### config.mk
export PLATFORM = sky130hd
export DESIGN_NAME = bus_arbiter_2
export DESIGN_NICKNAME = d
export VERILOG_FILES = /design/src/rtl/bus_arbiter_2.sv
export SDC_FILE = /design/constraint.sdc
export NUM_CORES = 1
export LEC_CHECK = 0
export ABC_AREA = 1
export CAP_MARGIN = 20
export CORE_UTILIZATION = 55
export CTS_BUF_LIST = sky130_fd_sc_hd__clkbuf_4 sky130_fd_sc_hd__clkbuf_8
export CTS_CLUSTER_SIZE = 8
export DETAILED_ROUTE_END_ITERATION = 8
export DONT_BUFFER_PORTS = 1
export MAX_ROUTING_LAYER = met4
export PLACE_DENSITY = 0.73
export SLEW_MARGIN = 0
export SYNTH_ARGS = -nofsm -noshare
export SYNTH_HDL_FRONTEND = slang
export SYNTH_SLANG_ARGS = --single-unit
### constraint.sdc
create_clock -name clk -period 1.92 [get_ports clk]
set_clock_uncertainty 0.15 [all_clocks]
set_input_delay 0.192 -clock clk [delete_from_list [all_inputs] [get_ports clk]]
set_output_delay 0.192 -clock clk [all_outputs]
set_load 0.05 [all_outputs]
### src/rtl/bus_arbiter_2.sv
// bus_arbiter_2: two-requester bus arbiter with ownership held until the
// final beat (last_x accepted) or until the owner drops its request.
// Optional feature: define ARB_ROUND_ROBIN_EN for round-robin resolution of
// simultaneous requests; otherwise A always wins a tie.
module bus_arbiter_2 #(
    parameter int BUS_WIDTH = 32
) (
    input  logic                 clk,
    input  logic                 reset,
    input  logic                 req_a,
    input  logic                 req_b,
    input  logic [BUS_WIDTH-1:0] data_a,
    input  logic [BUS_WIDTH-1:0] data_b,
    input  logic                 last_a,
    input  logic                 last_b,
    output logic                 gnt_a,
    output logic                 gnt_b,
    output logic                 sel,
    output logic [BUS_WIDTH-1:0] out_data,
    output logic                 out_valid,
    input  logic                 out_ready,
    output logic [15:0]          beat_cnt
);

    typedef enum logic [1:0] {
        IDLE  = 2'd0,
        OWN_A = 2'd1,
        OWN_B = 2'd2
    } state_t;

    state_t      state_q, state_d;
    logic        sel_q, sel_d;
    logic [15:0] beat_cnt_q, beat_cnt_d;
    logic        accept;
    logic        tie_to_b;

`ifdef ARB_ROUND_ROBIN_EN
    // 1 = A was granted most recently, so B wins the next tie.
    logic prefer_b_q, prefer_b_d;
    assign tie_to_b = prefer_b_q;
`else
    assign tie_to_b = 1'b0;
`endif

    assign gnt_a     = (state_q == OWN_A);
    assign gnt_b     = (state_q == OWN_B);
    assign sel       = sel_q;
    assign beat_cnt  = beat_cnt_q;
    assign out_data  = sel_q ? data_b : data_a;
    assign out_valid = (gnt_a & req_a) | (gnt_b & req_b);
    assign accept    = out_valid & out_ready;

    // Next-state, select and beat counter; handover goes straight to the
    // other requester so there is no idle bubble between owners.
    always_comb begin
        state_d    = state_q;
        sel_d      = sel_q;
        beat_cnt_d = beat_cnt_q + {15'd0, accept};
        unique case (state_q)
            IDLE: begin
                if (req_a && req_b) state_d = tie_to_b ? OWN_B : OWN_A;
                else if (req_a)     state_d = OWN_A;
                else if (req_b)     state_d = OWN_B;
            end
            OWN_A: begin
                if (!req_a || (accept && last_a)) state_d = req_b ? OWN_B : IDLE;
            end
            OWN_B: begin
                if (!req_b || (accept && last_b)) state_d = req_a ? OWN_A : IDLE;
            end
            default: state_d = IDLE;
        endcase
        if (state_d == OWN_A && state_q != OWN_A) sel_d = 1'b0;
        if (state_d == OWN_B && state_q != OWN_B) sel_d = 1'b1;
    end

`ifdef ARB_ROUND_ROBIN_EN
    // Pointer records the requester of each newly issued grant.
    always_comb begin
        prefer_b_d = prefer_b_q;
        if (state_d == OWN_A && state_q != OWN_A) prefer_b_d = 1'b1;
        if (state_d == OWN_B && state_q != OWN_B) prefer_b_d = 1'b0;
    end

    // Pointer register, reset to favour A.
    always_ff @(posedge clk) begin
        if (reset) prefer_b_q <= 1'b0;
        else       prefer_b_q <= prefer_b_d;
    end
`endif

    // State, select and counter registers; reset overrides any transfer.
    always_ff @(posedge clk) begin
        if (reset) begin
            state_q    <= IDLE;
            sel_q      <= 1'b0;
            beat_cnt_q <= 16'd0;
        end else begin
            state_q    <= state_d;
            sel_q      <= sel_d;
            beat_cnt_q <= beat_cnt_d;
        end
    end

endmodule

; ---- Yosys cells after proc, flatten, opt, wreduce, memory -nomap -nowiden
; Index checks and enable logic that the tools add are counted.
[word_totals]
reg_bits = 19
word_cells = 36
romBits = 0
latch_bits = 0
mem_count = 0
ramBits = 0
[op_classes]
shifts = 0
addsub = 1
reduce_logical = 11
muxes = 11
div_mod_pow = 0
bitwise_logic = 4
magnitude_cmp = 0
multipliers = 0
eq_ne = 6
[ops]
columns = cell, count
row1 = 32-bit two-way mux, 1
row2 = 16-bit by 1-bit adder with 16-bit output, 1
row3 = 2-bit two-way mux, 6
row4 = 2-bit one-hot mux with 3 select lines, 1
row5 = 1-bit logical AND, 5
row6 = 2-bit by 1-bit == test with 1-bit output (second input constant), 2
row7 = 2-bit == test (second input constant), 2
row8 = 1-bit AND, 3
row9 = 1-bit two-way mux, 3
row10 = 1-bit logical NOT, 2
row11 = 2-bit logical NOT, 1
row12 = 1-bit logical OR, 2
row13 = 2-bit by 1-bit != test with 1-bit output (second input constant), 1
row14 = 2-bit != test (second input constant), 1
row15 = 2-bit nonzero test, 1
row16 = 1-bit OR, 1

; ---- Longest topological paths before layout
[logic_depth]
ltp_word = 12
depth_mapped = 11
mapped_depth_nobuf = 11

; ---- Worst setup path after synthesis
; No wires, ideal clock.
[synth_timing]
kind = register to register
start = register state_q[0]
end = register beat_cnt_q[12] (netlist: beat_cnt[12])
path_slack_ps = -160
required_ps = 1653
synth_period_minus_slack_ps = 2080
stages_incl_launch_ff = 12
setup_ps = 117
arrival_ps = 1812
path_cell_list = dfxtp_1 inv_1 nand3_1 a21boi_0 ha_1 ha_1 nand3_2 nor3_4 nand2_2 nor2_2 nand2_1 nor3b_2
[synth_between]
elab_chain_len = 5
elab_cells_between_ends = 7
[synth_lines]
columns = item, line
row1 = start: declaration, 31  ; state_t state_q, state_d;
row2 = start signal: assignment, 99  ; state_q <= state_d;
row3 = 2-bit by 1-bit == test with 1-bit output or 2-bit == test (tied branches), "45, 46"
row4 = 1-bit AND, 50  ; assign out_valid = (gnt_a & req_a) | (gnt_b & req_b);
row5 = 1-bit OR *, 50
row6 = 1-bit AND *, 51  ; assign accept = out_valid & out_ready;
row7 = 16-bit by 1-bit adder with 16-bit output *, 58  ; beat_cnt_d = beat_cnt_q + {15'd0, accept};
row8 = end signal: assignment, 101  ; beat_cnt_q <= beat_cnt_d;
row9 = end: declaration, 33  ; logic [15:0] beat_cnt_q, beat_cnt_d;
; Every way passes the cells marked *; elsewhere a longest branch is shown, timed or not.
; A chain may end at the register's enable or synchronous reset.

; ---- Final worst setup path
[layout_timing]
start = register state_q[1]
end = register beat_cnt_q[12] (netlist: beat_cnt[12])
; Same word-level chain as after synthesis.

==> flow_summary_export.csv <==
group,metric,value,unit
floorplanning,die_area,2555,um^2
worst_setup_path,timing.rr.start,"state_q[1]",
pwr,power_density,606.9,nW/um^2
global_route,grt_max_degree,24,
floorplanning,ios,123,
final_layout,area_delta_synth_final,32.43,%
sta,setup_viol,3,
placement,place_hpwl,3288,um
final_layout,fin_cells,227,
run_status,violations,"negative hold slack, negative setup slack",
pwr,ir_drop,0.0005952,V
worst_setup_path,slowest_delay,380,ps
final_layout,seqCellArea,392.9,um^2
sta,rsz0062_at_grt,"true",
pwr,switching_share,42.76,%
final_layout,mostFrequentLayoutCell,"mux2_2",
worst_setup_path,r2r_end,"beat_cnt[12]",
floorplanning,die_w,50.55,um
run_status,status,"finished, violations left",
pwr,p_int,0.0005963,W
drt,drt_iter0_drc,22,
worst_setup_path,crit_slowest_cell,"dfxtp_4",
clocking,htreeDepth,1,
final_layout,nFillCells,146,
final_layout,drive_above_1_share,44.22,%
worst_hold_path,hold_class,"in -> reg",
worst_hold_path,min_path_cells,1,
worst_setup_path,arrival,2040,ps
yosys,synth.avg_cell_area,7.904,um^2
worst_setup_path,critPathLaunch,"state_q[1]",
final_layout,final_cell_mix,"mux2_2 (32), buf_4 (29), nand2_1 (23), inv_1 (17), dfxtp_1 (15)",
floorplanning,rows,17,
clocking,max-clock-path-buffers,2,
sta,hold_violations,8,
yosys,syn_area,1296,um^2
worst_hold_path,whs_endpoint,"beat_cnt[11]",
clocking,cts-root-buf,"clkbuf_4",
floorplanning,start_util,58.60,%
yosys,ys_seq_area_share,29.34,%
worst_setup_path,end_kind,"register",
pwr,switchingPower,0.0004455,W
final_layout,insertedDiodeCount,0,
global_route,grt_use_total,33.88,%
worst_setup_path,crit_path_start_kind,"register",
sta,hold_ws,-212.0,ps
drt,antenna_left,0,
yosys,ys_seq_elements,19,
final_layout,final_nets,273,
placement,port_buffers,0,
clocking,clkLatencyLatePin,300,ps
pwr,p_comb_share,38.8,%
sta,timing.final.crit_share,103.0,%
pwr,p_total,0.001042,W
sta,worst_pin_slew,562.7,ps
clocking,cts_tree,"built",
yosys,syn_inst,164,
yosys,synth_warnings,0,
placement,place_area,1556,um^2
drt,routedWlPerCell,18.58,um
yosys,synth_cell_type_count,24,
worst_setup_path,crit_type,"reg -> reg",
drt,wl,4217,um
worst_setup_path,r2r_slack,-60,ps
worst_setup_path,path_cells,"inv_4, nand3_4, a21boi_2, ha_2, ha_4, nand3_4, nor3_4, nand2_2, nor2_2, nand2_1, nor3b_2",
global_route,grt_pass1_wl,6106,um
drt,drt_first_pass_iters,4,
worst_setup_path,critical_path_required,1980,ps
global_route,grt_pass1_vias,1287,
worst_hold_path,hp-start,"reset",
global_route,overflow,0,
sta,maxSlewHeadroom,62.43,%
global_route,antenna_found_initial,0,
final_layout,final_area,1717,um^2
placement,gp_congestion,0.9902,
yosys,synth_nets,237,
clocking,numCtsBuffers,3,
floorplanning,core,2212,um^2
drt,via_per_inst,6.026,
clocking,path_clk_slew,110,ps
sta,min_period,1977,ps
pwr,pwr-share-seq,39.4,%
worst_setup_path,r2r_cells,11,
pwr,leakage,0.6527,nW
final_layout,multiInputGateArea,877.1,um^2
drt,vias,1368,
sta,setup_tns,-91.94,ps
job,cap_violations,0,
worst_setup_path,crit_fanout,3,
floorplanning,fp.dieH,50.55,um
sta,fmax,0.5059,GHz
placement,dp.cells,213,
clocking,hold_buffers,7,
sta,fin_ws,-56.76,ps
pwr,p_clk_share,21.8,%
drt,remaining_drc_errors,0,
worst_setup_path,crit_top_cell,"nand3_4",
clocking,cts_sinks,19,
sta,slew_violations,0,
## timing repair
item	CTS	global route
endpoints found under the hold margin	12	8
gates resized for setup	2	17
endpoints found under the setup margin	5	18
pin swaps	4	4
buffers inserted	1	3
## how the worst max path moves through the flow
stage                         to  slack, ps  cells after the start
floorplan           beat_cnt[12]        -70                     11
global placement    beat_cnt[12]        -30                     10
detailed placement  beat_cnt[12]       -120                     10
CTS                 beat_cnt[12]        -20                     11
global route        beat_cnt[12]       -130                     11
finish              beat_cnt[12]        -60                     11
## cells in the mapped netlist
| cell type | count | area share (%) |
|---|---|---|
| xor2_1 | 1 | 0.68 |
| nand3b_1 | 1 | 0.58 |
| nand2_2 | 1 | 0.48 |
| nand4_1 | 2 | 0.97 |
| nand2_1 | 23 | 6.7 |
| or2_0 | 1 | 0.48 |
| inv_1 | 21 | 6.1 |
| nor3b_2 | 1 | 0.97 |
| nor2_2 | 1 | 0.48 |
| nor2_1 | 14 | 4.1 |
| a21oi_1 | 14 | 5.4 |
| mux2_2 | 32 | 28 |
| nor3_2 | 2 | 1.5 |
| nand3_1 | 9 | 3.5 |
| a31oi_1 | 1 | 0.48 |
| nor3_4 | 1 | 1.3 |
| buf_2 | 3 | 1.2 |
| a21boi_0 | 1 | 0.58 |
| ha_1 | 2 | 1.9 |
| nor3_1 | 2 | 0.77 |
| clkbuf_1 | 2 | 0.58 |
| dfxtp_1 | 19 | 29 |
| nand3_2 | 1 | 0.77 |
| o21ai_0 | 9 | 3.5 |
## power by group through the flow
| stage | logic (W) | registers, W | clock network, W |
|---|---|---|---|
| after floorplan | 0.000335 | 0.000422 | 0 |
| after global routing | 0.000413 | 0.000411 | 0.000244 |
| final | 0.000404 | 0.000411 | 0.000227 |
| after global placement | 0.000378 | 0.000418 | 0 |
| after detailed placement | 0.000380 | 0.000419 | 0 |
| after CTS | 0.000394 | 0.000410 | 0.000230 |
## area by class of cell
cell class              instances  area share (%)
clock buffers                   4           1.749
inverters                      21           4.883
multi-input cells             119           51.09
flip-flops and latches         19           22.89
well taps                      28           2.041
repair buffers                 36           17.35
## registers in the layout, indices dropped and copies added, names as in the netlist
register  count
beat_cnt     16
sel           1
state_q       2
## cells by family (layout without fill, tap and decap cells)
group	Yosys count	count (layout)	synth area share (%)
xor gates and xnor gates	1	1	0.6758
adders and majority gates	2	2	1.930
buffers and inverters	26	61	7.819
muxes	32	32	27.80
AOI/OAI and AO/OA	25	25	9.943
DFF	19	19	29.34
and+or+nand+nor	59	59	22.49
## worst max-delay path, delay by kind of cell, from the launching register on
kind | cells | cell delay [ps]
simple gates | 7 | 720
compound gates | 1 | 190
flops | 1 | 380
buf+inv | 1 | 60
fa+ha+maj | 2 | 380
## routing by layer
layer	track usage, %	wire [um]	part of all wire, %
met5	-	0	0
met3	10.30	355	8.4
met4	17.59	238	5.6
met1	31.00	1390	33
met2	62.44	2232	53
## through the flow
stage | hold slack (ps) | setup slack (ps) | util, %
3_5_place_dp | 109.2 | -117.9 | 70.36
2_1_floorplan | 111.5 | -74.48 | -
3_3_place_gp | 108.4 | -28.57 | 70.36
6_report | -212.0 | -56.76 | 77.60
4_1_cts | -216.7 | -23.78 | 75.28
5_1_grt | -227.0 | -131.2 | 77.60
Power figures use the tool's default switching activity.
